`src/rtl/io_out_buf_if.sv`:
```
// Valid/ready stream carrying {address, data} entries from the output buffer
// to the output peripherals.
interface io_out_buf_if #(
    parameter int unsigned NUBITS = 32,
    parameter int unsigned NUIOOU = 8
);
    localparam int unsigned AW = (NUIOOU > 1) ? $clog2(NUIOOU) : 1;

    logic              valid;
    logic              ready;
    logic [AW-1:0]     addr;
    logic [NUBITS-1:0] data;

    modport master (output valid, output addr, output data, input ready);
    modport slave  (input valid, input addr, input data, output ready);
endinterface

```
`src/rtl/io_out_buf.sv`:
```
// Output-I/O stage: queues core output writes in a first-word fall-through FIFO
// drained over a valid/ready stream, and keeps a shadow copy of every output port.
module io_out_buf #(
    parameter int unsigned NUBITS = 32,
    parameter int unsigned NUIOOU = 8,
    parameter int unsigned FAW    = 3,
    localparam int unsigned AW    = (NUIOOU > 1) ? $clog2(NUIOOU) : 1
) (
    input  logic                     clk_i,
    input  logic                     rst_ni,
    input  logic                     out_en_i,
    input  logic [AW-1:0]            addr_out_i,
    input  logic [NUBITS-1:0]        data_out_i,
    io_out_buf_if.master             m_if,
    output logic                     full_o,
    output logic [FAW:0]             count_o,
    output logic                     ovf_o,
    input  logic                     ovf_clr_i,
    output logic [NUIOOU*NUBITS-1:0] port_q_o
);
    localparam int unsigned DEPTH   = 2 ** FAW;
    localparam int unsigned EW      = AW + NUBITS;
    localparam logic [FAW:0] FullCnt = {1'b1, {FAW{1'b0}}};

    logic [EW-1:0]     mem_q [DEPTH];
    logic [FAW-1:0]    wptr_q, wptr_d;
    logic [FAW-1:0]    rptr_q, rptr_d;
    logic [FAW:0]      count_q, count_d;
    logic              ovf_q, ovf_d;
    logic [NUBITS-1:0] port_q [NUIOOU];

    logic push, pop, full;

    assign full = (count_q == FullCnt);
    assign pop  = m_if.valid && m_if.ready;
    // A full FIFO still accepts a write when the head leaves on the same edge.
    assign push = out_en_i && (!full || pop);

    always_comb begin
        wptr_d  = wptr_q;
        rptr_d  = rptr_q;
        count_d = count_q;
        ovf_d   = ovf_q;
        if (push) begin
            wptr_d = wptr_q + 1'b1;
        end
        if (pop) begin
            rptr_d = rptr_q + 1'b1;
        end
        if (push && !pop) begin
            count_d = count_q + 1'b1;
        end else if (pop && !push) begin
            count_d = count_q - 1'b1;
        end
        // Set wins over clear so a drop on the clearing edge is not lost.
        if (out_en_i && !push) begin
            ovf_d = 1'b1;
        end else if (ovf_clr_i) begin
            ovf_d = 1'b0;
        end
    end

    always_ff @(posedge clk_i or negedge rst_ni) begin
        if (!rst_ni) begin
            wptr_q  <= '0;
            rptr_q  <= '0;
            count_q <= '0;
            ovf_q   <= 1'b0;
            for (int unsigned i = 0; i < DEPTH; i++) begin
                mem_q[i] <= '0;
            end
        end else begin
            wptr_q  <= wptr_d;
            rptr_q  <= rptr_d;
            count_q <= count_d;
            ovf_q   <= ovf_d;
            if (push) begin
                mem_q[wptr_q] <= {addr_out_i, data_out_i};
            end
        end
    end

    // Shadow update ignores FIFO state; out-of-range addresses match no word.
    always_ff @(posedge clk_i or negedge rst_ni) begin
        if (!rst_ni) begin
            for (int unsigned i = 0; i < NUIOOU; i++) begin
                port_q[i] <= '0;
            end
        end else begin
            for (int unsigned i = 0; i < NUIOOU; i++) begin
                if (out_en_i && (addr_out_i == AW'(i))) begin
                    port_q[i] <= data_out_i;
                end
            end
        end
    end

    always_comb begin
        port_q_o = '0;
        for (int unsigned i = 0; i < NUIOOU; i++) begin
            port_q_o[i*NUBITS +: NUBITS] = port_q[i];
        end
    end

    assign m_if.valid = (count_q != '0);
    assign m_if.addr  = mem_q[rptr_q][EW-1:NUBITS];
    assign m_if.data  = mem_q[rptr_q][NUBITS-1:0];
    assign full_o     = full;
    assign count_o    = count_q;
    assign ovf_o      = ovf_q;
endmodule
```
`src/flat_wrapper.sv`:
```
// flat-port wrapper written by rule: the top's interface ports become plain ports
module io_out_buf_flat 
#(
    parameter int unsigned NUBITS = 32,
    parameter int unsigned NUIOOU = 8,
    parameter int unsigned FAW    = 3,
    localparam int unsigned AW    = (NUIOOU > 1) ? $clog2(NUIOOU) : 1
)
  (clk_i, rst_ni, out_en_i, addr_out_i, data_out_i, full_o, count_o, ovf_o, ovf_clr_i, port_q_o, m_if_valid, m_if_addr, m_if_data, m_if_ready);
  io_out_buf_if #(.NUBITS(NUBITS), .NUIOOU(NUIOOU)) m_if_i ();
  input  logic clk_i;
  input  logic rst_ni;
  input  logic out_en_i;
  input  logic [AW-1:0] addr_out_i;
  input  logic [NUBITS-1:0] data_out_i;
  output logic full_o;
  output logic [FAW:0] count_o;
  output logic ovf_o;
  input  logic ovf_clr_i;
  output logic [NUIOOU*NUBITS-1:0] port_q_o;
  output wire logic [$bits(m_if_i.valid)-1:0] m_if_valid;
  output wire logic [$bits(m_if_i.addr)-1:0] m_if_addr;
  output wire logic [$bits(m_if_i.data)-1:0] m_if_data;
  input wire logic [$bits(m_if_i.ready)-1:0] m_if_ready;
  assign m_if_valid = m_if_i.valid;
  assign m_if_addr = m_if_i.addr;
  assign m_if_data = m_if_i.data;
  assign m_if_i.ready = m_if_ready;
  io_out_buf #(.NUBITS(NUBITS), .NUIOOU(NUIOOU), .FAW(FAW)) u_core (.clk_i(clk_i), .rst_ni(rst_ni), .out_en_i(out_en_i), .addr_out_i(addr_out_i), .data_out_i(data_out_i), .m_if(m_if_i), .full_o(full_o), .count_o(count_o), .ovf_o(ovf_o), .ovf_clr_i(ovf_clr_i), .port_q_o(port_q_o));
endmodule
```
`config.mk`:
```
export PLATFORM = sky130hd
export DESIGN_NAME = io_out_buf_flat
export DESIGN_NICKNAME = d
export VERILOG_FILES = /design/src/rtl/io_out_buf_if.sv /design/src/rtl/io_out_buf.sv /design/src/flat_wrapper.sv
export SDC_FILE = /design/constraint.sdc
export NUM_CORES = 1
export LEC_CHECK = 0
export BUFFER_PORTS_ARGS = -buffer_cell sky130_fd_sc_hd__buf_2
export CAP_MARGIN = 25
export CORE_AREA = 2 2 213 215
export CTS_CLUSTER_DIAMETER = 60
export DETAILED_ROUTE_END_ITERATION = 10
export DIE_AREA = 0 0 215 217
export PLACE_DENSITY_LB_ADDON = 0.25
export SYNTH_ARGS = -nofsm -noshare
export SYNTH_HDL_FRONTEND = slang
export SYNTH_SLANG_ARGS = --single-unit
```
`constraint.sdc`:
```
create_clock -name clk_i -period 3.04 [get_ports clk_i]
set_clock_uncertainty 0.05 [all_clocks]
set_input_delay 0.152 -clock clk_i [delete_from_list [all_inputs] [get_ports clk_i]]
set_output_delay 0.152 -clock clk_i [all_outputs]
set_load 0.1 [all_outputs]
```
==> results of run 1 <==
[area by class of cell]
| cell class | count | area [µm²] | share of cell area, % |
|---|---|---|---|
| Antenna cell | 3 | 7.51 | 0.0273 |
| Timing Repair Buffer | 394 | 2400 | 8.75 |
| Clock inverter | 19 | 231 | 0.843 |
| Tap cell | 600 | 751 | 2.73 |
| Multi-Input combinational cell | 701 | 8660 | 31.5 |
| Inverter | 5 | 21.3 | 0.0774 |
| Clock buffer | 84 | 1690 | 6.14 |
| Sequential cell | 547 | 13700 | 49.9 |
[Yosys cell counts (all sizes together), types with 3 or more instances]
cell     count
nand2        4
buf         36
nand4b       3
o211ai       6
nor2b        3
clkbuf      76
o2111ai      4
nand3        3
o21ai        3
inv          5
xnor2        6
nor3         3
dfrtp      547
ha           5
mux2       574
mux4        70
[path summary, 6_finish.rpt]
check,startpoint,endpoint,depth (start not counted)
worst max-delay path,u_core.rptr_q[1],m_if_data[9],4
worst min-delay path,data_out_i[1],u_core.port_q_o[97],2
worst max register to register,u_core.count_o[0],u_core.count_o[3],9
worst min register to register,u_core.mem_q[263],u_core.mem_q[263],1
max in group asynchronous,rst_ni,u_core.mem_q[101],5
min in group asynchronous,rst_ni,u_core.mem_q[238],3
[flip-flops by register name (all words and copies together) (netlist names)]
signal and flops:
u_core.count_o 4, u_core.mem_q 280, u_core.ovf_o 1, u_core.port_q_o 256, u_core.rptr_q 3, u_core.wptr_q 3
[metrics by stage]
| stage | std cells | worst slack [ns] | hold slack (ns) | util [%] |
|---|---|---|---|---|
| after floorplan | 1365 | 0.0122 | -0.194 | - |
| final | 2353 | 0.238 | 0.0327 | 61.5 |
| after global placement | 2234 | 0.285 | 0.0273 | 56.8 |
| after detailed placement | 2234 | 0.280 | 0.0346 | 56.8 |
| after CTS | 2350 | 0.208 | 0.00252 | 61.4 |
| after global routing | 2350 | 0.172 | 0.0388 | 61.4 |
[critical path: stages (launching register included)]
cell	delay [ns]
dfrtp_2	0.68
buf_12	0.31
mux4_2	0.36
mux2_2	0.31
buf_2	0.30
[cell families (layout without fill, tap and decap cells)]
family	Yosys count	in the layout	share of synthesized area, %
compound gates	17	17	0.984
xor+xnor	6	6	0.229
fa+ha+maj	6	6	0.361
buf+inv	117	502	2.76
flops	547	547	59.8
mux	645	645	35.2
other cells	0	3	0
simple gates	27	27	0.738
[routing by layer]
metal | track usage (%) | up-vias
met3 | 6.29 | 78
met2 | 39.6 | 339
met1 | 34.7 | 7167
met4 | 5.49 | 0
li1 | - | 5685
met5 | 0 | -
==> metrics.txt, run 1 <==
TritonRoute pass-1 iters=4; RSZ-0062 raised after global routing=no; part of the cycle the worst path needs=approximately 92%; Yosys warnings=0; post-CTS resize count=0; Post-CTS Hold Buffers=13; Max Cap Viol=0; height of the chip=217 µm; mapped cell area=roughly 23000 µm²; critical path fanouts, max=36; final hold vios=0; worst hold path type=in -> reg; H-tree levels=2; routed vias/inst=around 5.6; Num Clock Sinks=547; async set or reset register ratio after synthesis=between 90% and 100%; core area=around 45000 µm²; area grow syn2layout=20.0%; via count=between 10000 and 15000; clock transition at the registers of the reported paths=~0.06 ns; Post-synth top flop=dfrtp_1; max layer used=met4; IO Port Bufs=337; share of layout cells above drive strength 1=64.6%; Final Slew Violations=0; Detail Placement HPWL=35500 µm; Setup Buffers After CTS=0; number of I/O pins=338; vias in the first global route=roughly 14000; largest net degree at the start of global routing=between 100 and 150; final setup TNS=0 ns; met2 wire length=between 20000 and 30000 µm; Post-synth EDFFs=0; clock tree buffer depth=3; GR Overflow Total=0; Achievable Freq=~0.36 GHz; mean routed wirelength per cell=24.1 µm; routed wl met3=roughly 3600 µm; top cells by area, synth=dfrtp_1, mux2_2, mux4_2; Die W=~220 µm; antenna-violating nets left=0; worst-skew pair later-pin latency=around 0.6 ns; GRT Overall Usage=about a quarter; TritonCTS clock tree=built; status=finished clean; Filler cells=approximately 3500; DP Area=about 25000 µm²; Post-layout nets=roughly 1800; initial antenna violation count=2; FP Rows=between 70 and 80; CTS Buf Count=55; most common cell after layout, fill and taps aside=mux2_2; Initial Util=slightly above 50%; most frequent cells in the layout=mux2_2, dfrtp_1, buf_2; DR DRC count=0; 1st-iter DRT viols=698; CP Data Arrival Time=between 2 and 3 ns; Worst setup SP type=flop; syn_nets=1411; cells after synthesis=around 1400; Avg Inst Size Synth=roughly 17 µm²; top cell type's share of synthesized area=59.8%; Yosys top cell by area=dfrtp_1; Slew headroom=a little over half; WL final=56600 µm; first-pass GRT wire length=88100 µm; post-route cell area=approximately 27000 µm²; worst-margin pin slew=between 0.7 and 0.8 ns; r2r setup slk=approximately 0.28 ns; Worst setup EP type=output port; sequential share of the synthesized area=between 50% and 60%; die area=around 47000 µm²; Clock Tree Root=clkbuf_16; synth unique cells=38; routability cong.=just over 0.8; min cycle time layout=~2.8 ns; type of the worst setup path=reg -> out; flops & latches, synth=approximately 550; Worst EP required=roughly 2.8 ns; metal1 wirelength=25400 µm; # setup viols final=0
Power of run 1 is not shown: default switching activity piles up to over one toggle a cycle in this logic, so the estimate is an artifact.
==> run 2, diff against run 1 <==
RECOVER_POWER = 100   (was unset)
==> run 2 against run 1 <==
Compared with the run above: worst hold slack worse by 0.0017 ns; die area stayed put; cell count hardly changed; cell area is 2.4% lower; highest routed layer unchanged.
==> metrics.txt, run 2 (synthesis results as in run 1) <==
Filler cells=between 3000 and 4000; Worst setup EP type=flop; Achievable Freq=0.349 GHz; Final Slew Violations=0; IO Port Bufs=roughly 340; GRT Overall Usage=about a quarter; RSZ-0062 raised after global routing=no; critical path fanouts, max=35; routed vias/inst=roughly 5.6; TritonRoute pass-1 iters=4; worst hold path type=in -> reg; clock tree buffer depth=3; CTS Buf Count=between 50 and 60; R2R cell count=5; number of I/O pins=about 340; min cycle time layout=2.87 ns; part of the cycle the worst path needs=~94%; WHS=about 0.031 ns; Max Cap Viol=0; core area=~45000 µm²; WL final=approximately 57000 µm; area grow syn2layout=17.1%; 1st-iter DRT viols=709; most frequent cells in the layout=mux2_2, dfrtp_1, clkbuf_1; mean routed wirelength per cell=24.1 µm; Post-layout nets=1750; Die W=approximately 220 µm; FP Rows=between 70 and 80; antenna-violating nets left=0; Worst EP required=between 3 and 4 ns; initial antenna violation count=2; height of the chip=about 220 µm; most common cell after layout, fill and taps aside=mux2_2; Largest register FFs=280; Clock Tree Root=clkbuf_16; TritonCTS clock tree=built; # setup viols final=0; vias in the first global route=around 14000; via count=13300; clock transition at the registers of the reported paths=roughly 0.060 ns; CP Data Arrival Time=between 3 and 4 ns; H-tree levels=2; Worst setup SP type=flop; final setup TNS=0 ns; first-pass GRT wire length=88100 µm; type of the worst setup path=reg -> reg; r2r setup slk=~0.17 ns; Largest Register=u_core.mem_q; final hold vios=0; largest net degree at the start of global routing=103; share of layout cells above drive strength 1=about half; worst-margin pin slew=roughly 1.5 ns; DR DRC count=0; Num Clock Sinks=~550; routability cong.=around 0.8; Initial Util=between 50 and 60%; Slew headroom=about 1.5%; GR Overflow Total=0; Detail Placement HPWL=around 36000 µm; hold depth=2; die area=46700 µm²; status=finished clean; worst-skew pair later-pin latency=around 0.60 ns
-- run 2: cell types whose count changed in the layout (fill, tap and decap cells not counted), moves of 9 or more --
| cell | delta |
|---|---|
| buf_2 | -298 |
| clkbuf_1 | +273 |
| clkbuf_2 | +50 |
| buf_4 | -21 |
| buf_12 | -12 |
| clkbuf_4 | +9 |
-- run 2: layout make-up --
cell class / instances / area (µm²) / area share [%]
Sequential cell: 547 / 13700 / 51.1
Multi-Input combinational cell: 701 / 8580 / 32.0
Timing Repair Buffer: 394 / 1840 / 6.87
Clock buffer: 84 / 1690 / 6.29
Tap cell: 600 / 751 / 2.80
Clock inverter: 19 / 231 / 0.863
Inverter: 5 / 21.3 / 0.0793
Antenna cell: 2 / 5.00 / 0.0187
-- run 2: stage by stage --
stage	utilization (%)	instances	setup slack [ns]	area (µm²)
after floorplan	-	1365	0.0122	23000
after global placement	56.8	2234	0.285	25400
after CTS	61.4	2350	0.208	27500
after global routing	60.0	2350	0.0874	26800
final	60.0	2352	0.175	26800
after detailed placement	56.8	2234	0.280	25400
-- run 2: worst paths after layout --
path	to	start
worst max-delay path	u_core.mem_q[81]	u_core.count_o[0]
worst min-delay path	u_core.port_q_o[252]	data_out_i[28]
worst max register to register	u_core.mem_q[81]	u_core.count_o[0]
worst min register to register	u_core.mem_q[22]	u_core.mem_q[22]
max in group asynchronous	u_core.mem_q[101]	rst_ni
min in group asynchronous	u_core.mem_q[238]	rst_ni
-- run 2: layer usage --
layer	vias up	track usage (%)	wire length [µm]
met1	7141	34.7	25500
met3	80	6.29	3660
met4	0	5.49	1120
met5	-	0	0
met2	351	39.6	26500
li1	5682	-	-
-- run 2: what timing repair did --
action / in CTS / in global routing
resized for setup: 0 / 0
hold buffers: 13 / 0
buffers inserted: 0 / 0
hold endpoints to repair: 343 / 0
-- run 2: worst max-delay path: stages, from the launching register on --
cell       delay (ns)
dfrtp_4          0.52
or4b_1           0.61
buf_4            0.24
o2111ai_1        0.21
clkbuf_4         0.65
mux2_2           0.42
Power of run 2 is left out for the same reason.
==> run 3, diff against run 2 <==
MAX_ROUTING_LAYER = met4   (was unset)
PLACE_DENSITY = 0.76   (was unset)
PLACE_DENSITY_LB_ADDON = unset   (was 0.25)
==> run 3 against run 2 <==
Compared with the run above: the run now ends with capacitance limit, slew limit left; die area stayed put; cell count is 0.55% higher; register-to-register slack better by 0.06 ns; core utilization up 0.14 points; setup slack worse by 0.022 ns; critical path type is now reg -> out; sequential share of layout area decreased by 0.12 points; global-route usage hardly changed.
==> metrics.txt, run 3 (synthesis results as in run 1) <==
worst hold path type=in -> reg; routed wl met3=~3400 µm; CTS Buf Count=56; CP Cell Sequence=buf_4 -> mux4_2 -> mux2_2 -> clkbuf_2; CP max-delay cell=dfrtp_4; worst-margin pin slew=roughly 2.2 ns; metal1 wirelength=between 20000 and 25000 µm; worst-skew pair later-pin latency=around 0.60 ns; IO Port Bufs=~340; WL final=between 50000 and 60000 µm; failing checks=capacitance limit, slew limit; type of the worst setup path=reg -> out; DR DRC count=0; mean routed wirelength per cell=around 24 µm; share of layout cells above drive strength 1=48.6%; first-pass GRT wire length=~86000 µm; final hold vios=0; min cycle time layout=roughly 2.9 ns; Die W=between 200 and 250 µm; Detail Placement HPWL=between 30000 and 40000 µm; Worst EP required=approximately 2.8 ns; TritonRoute pass-1 iters=4; largest net degree at the start of global routing=81; 1st-iter DRT viols=approximately 620; height of the chip=between 200 and 250 µm; placed cells=2233; TritonCTS clock tree=built; most frequent cells in the layout=mux2_2, dfrtp_1, clkbuf_1; via count=13400; clock tree buffer depth=3; Initial Util=between 50% and 60%; WHS=~0.021 ns; part of the cycle the worst path needs=approximately 95%; routed vias/inst=5.67; core area=roughly 45000 µm²; status=complete, but fails checks; antenna-violating nets left=0; GR Overflow Total=0; FP Rows=slightly below 80; CP Data Arrival Time=roughly 2.7 ns; Slew headroom=-47.5%; Clock Tree Root=clkbuf_16; max layer used=met4; Final WS setup=approximately 0.15 ns; GRT Overall Usage=~25%; critical path fanouts, max=14; Post-layout nets=~1800; number of I/O pins=338; Largest register FFs=280; die area=about 47000 µm²; most common cell after layout, fill and taps aside=mux2_2; Final Slew Violations=98; Worst setup SP type=flop; Largest Register=u_core.mem_q; # setup viols final=0; initial antenna violation count=4; Achievable Freq=0.346 GHz; area grow syn2layout=17.4%; Worst setup EP type=output port; final non-filler cell total=around 2400; Setup WS pre-CTS=roughly 0.24 ns; met2 wire length=about 27000 µm; Filler cells=about 3600; Max Cap Viol=2; H-tree levels=2; routability cong.=between 0.8 and 0.9; RSZ-0062 raised after global routing=no; clock transition at the registers of the reported paths=0.06 ns; vias in the first global route=between 10000 and 15000; Num Clock Sinks=between 500 and 600; final setup TNS=0 ns; CP peak stage delay=roughly 0.6 ns
[run 3: cell types whose count changed in the layout (fill, tap and decap cells not counted), moves of 2 or more]
cell,previous run,this run
buf_12,8,13
buf_2,38,44
buf_4,4,16
bufinv_16,5,1
clkbuf_2,50,41
clkbuf_4,9,7
clkbuf_8,16,18
clkinv_2,11,8
clkinv_8,0,3
clkinvlp_4,0,2
dlygate4sd3_1,12,14
o2111ai_4,2,0
o211ai_1,3,5
o211ai_4,3,1
[run 3: path summary, 6_finish.rpt]
path	from	endpoint	slack, ns	depth (start not counted)
setup / recovery	u_core.rptr_q[0]	m_if_data[1]	0.15	4
hold / removal	addr_out_i[2]	u_core.mem_q[174]	0.02	2
setup reg to reg	u_core.count_o[0]	u_core.mem_q[56]	0.23	5
hold reg to reg	u_core.mem_q[260]	u_core.mem_q[260]	0.44	1
max in group asynchronous	rst_ni	u_core.port_q_o[112]	0.50	4
min in group asynchronous	rst_ni	u_core.port_q_o[153]	0.67	2
[run 3: through the flow]
step,utilization [%],area [µm²]
3_5_place_dp,56.9,25400
3_3_place_gp,56.9,25400
4_1_cts,61.4,27400
5_1_grt,60.1,26900
6_report,60.2,26900
2_1_floorplan,-,23000
[run 3: timing repair]
| item | in CTS | in global routing |
|---|---|---|
| hold buffers | 14 | 0 |
| endpoints found under the hold margin | 156 | 0 |
| endpoints found under the setup margin | 0 | 3 |
| setup buffers | 0 | 9 |
| gates resized for setup | 0 | 0 |
[run 3: cell type report]
class / instances / area [µm²] / area share, %
Sequential cell: 547 / 13700 / 51.0
Multi-Input combinational cell: 701 / 8540 / 31.7
Timing Repair Buffer: 403 / 2000 / 7.45
Clock buffer: 90 / 1710 / 6.36
Tap cell: 600 / 751 / 2.79
Clock inverter: 16 / 151 / 0.563
Inverter: 5 / 21.3 / 0.0791
Antenna cell: 3 / 7.51 / 0.0279
[run 3: metal layers]
layer  up-vias  track usage (%)
li1       5711                -
met1      7211             33.7
met2       384             38.5
met3        99             4.78
met4         0             7.33
met5         -                -
[run 3: worst max-delay path: cells and delay by family (launching register included)]
kind,cells,cell delay (ns)
mux,2,0.81
buf+inv,2,0.68
flops,1,0.59
Power of run 3 is left out for the same reason.
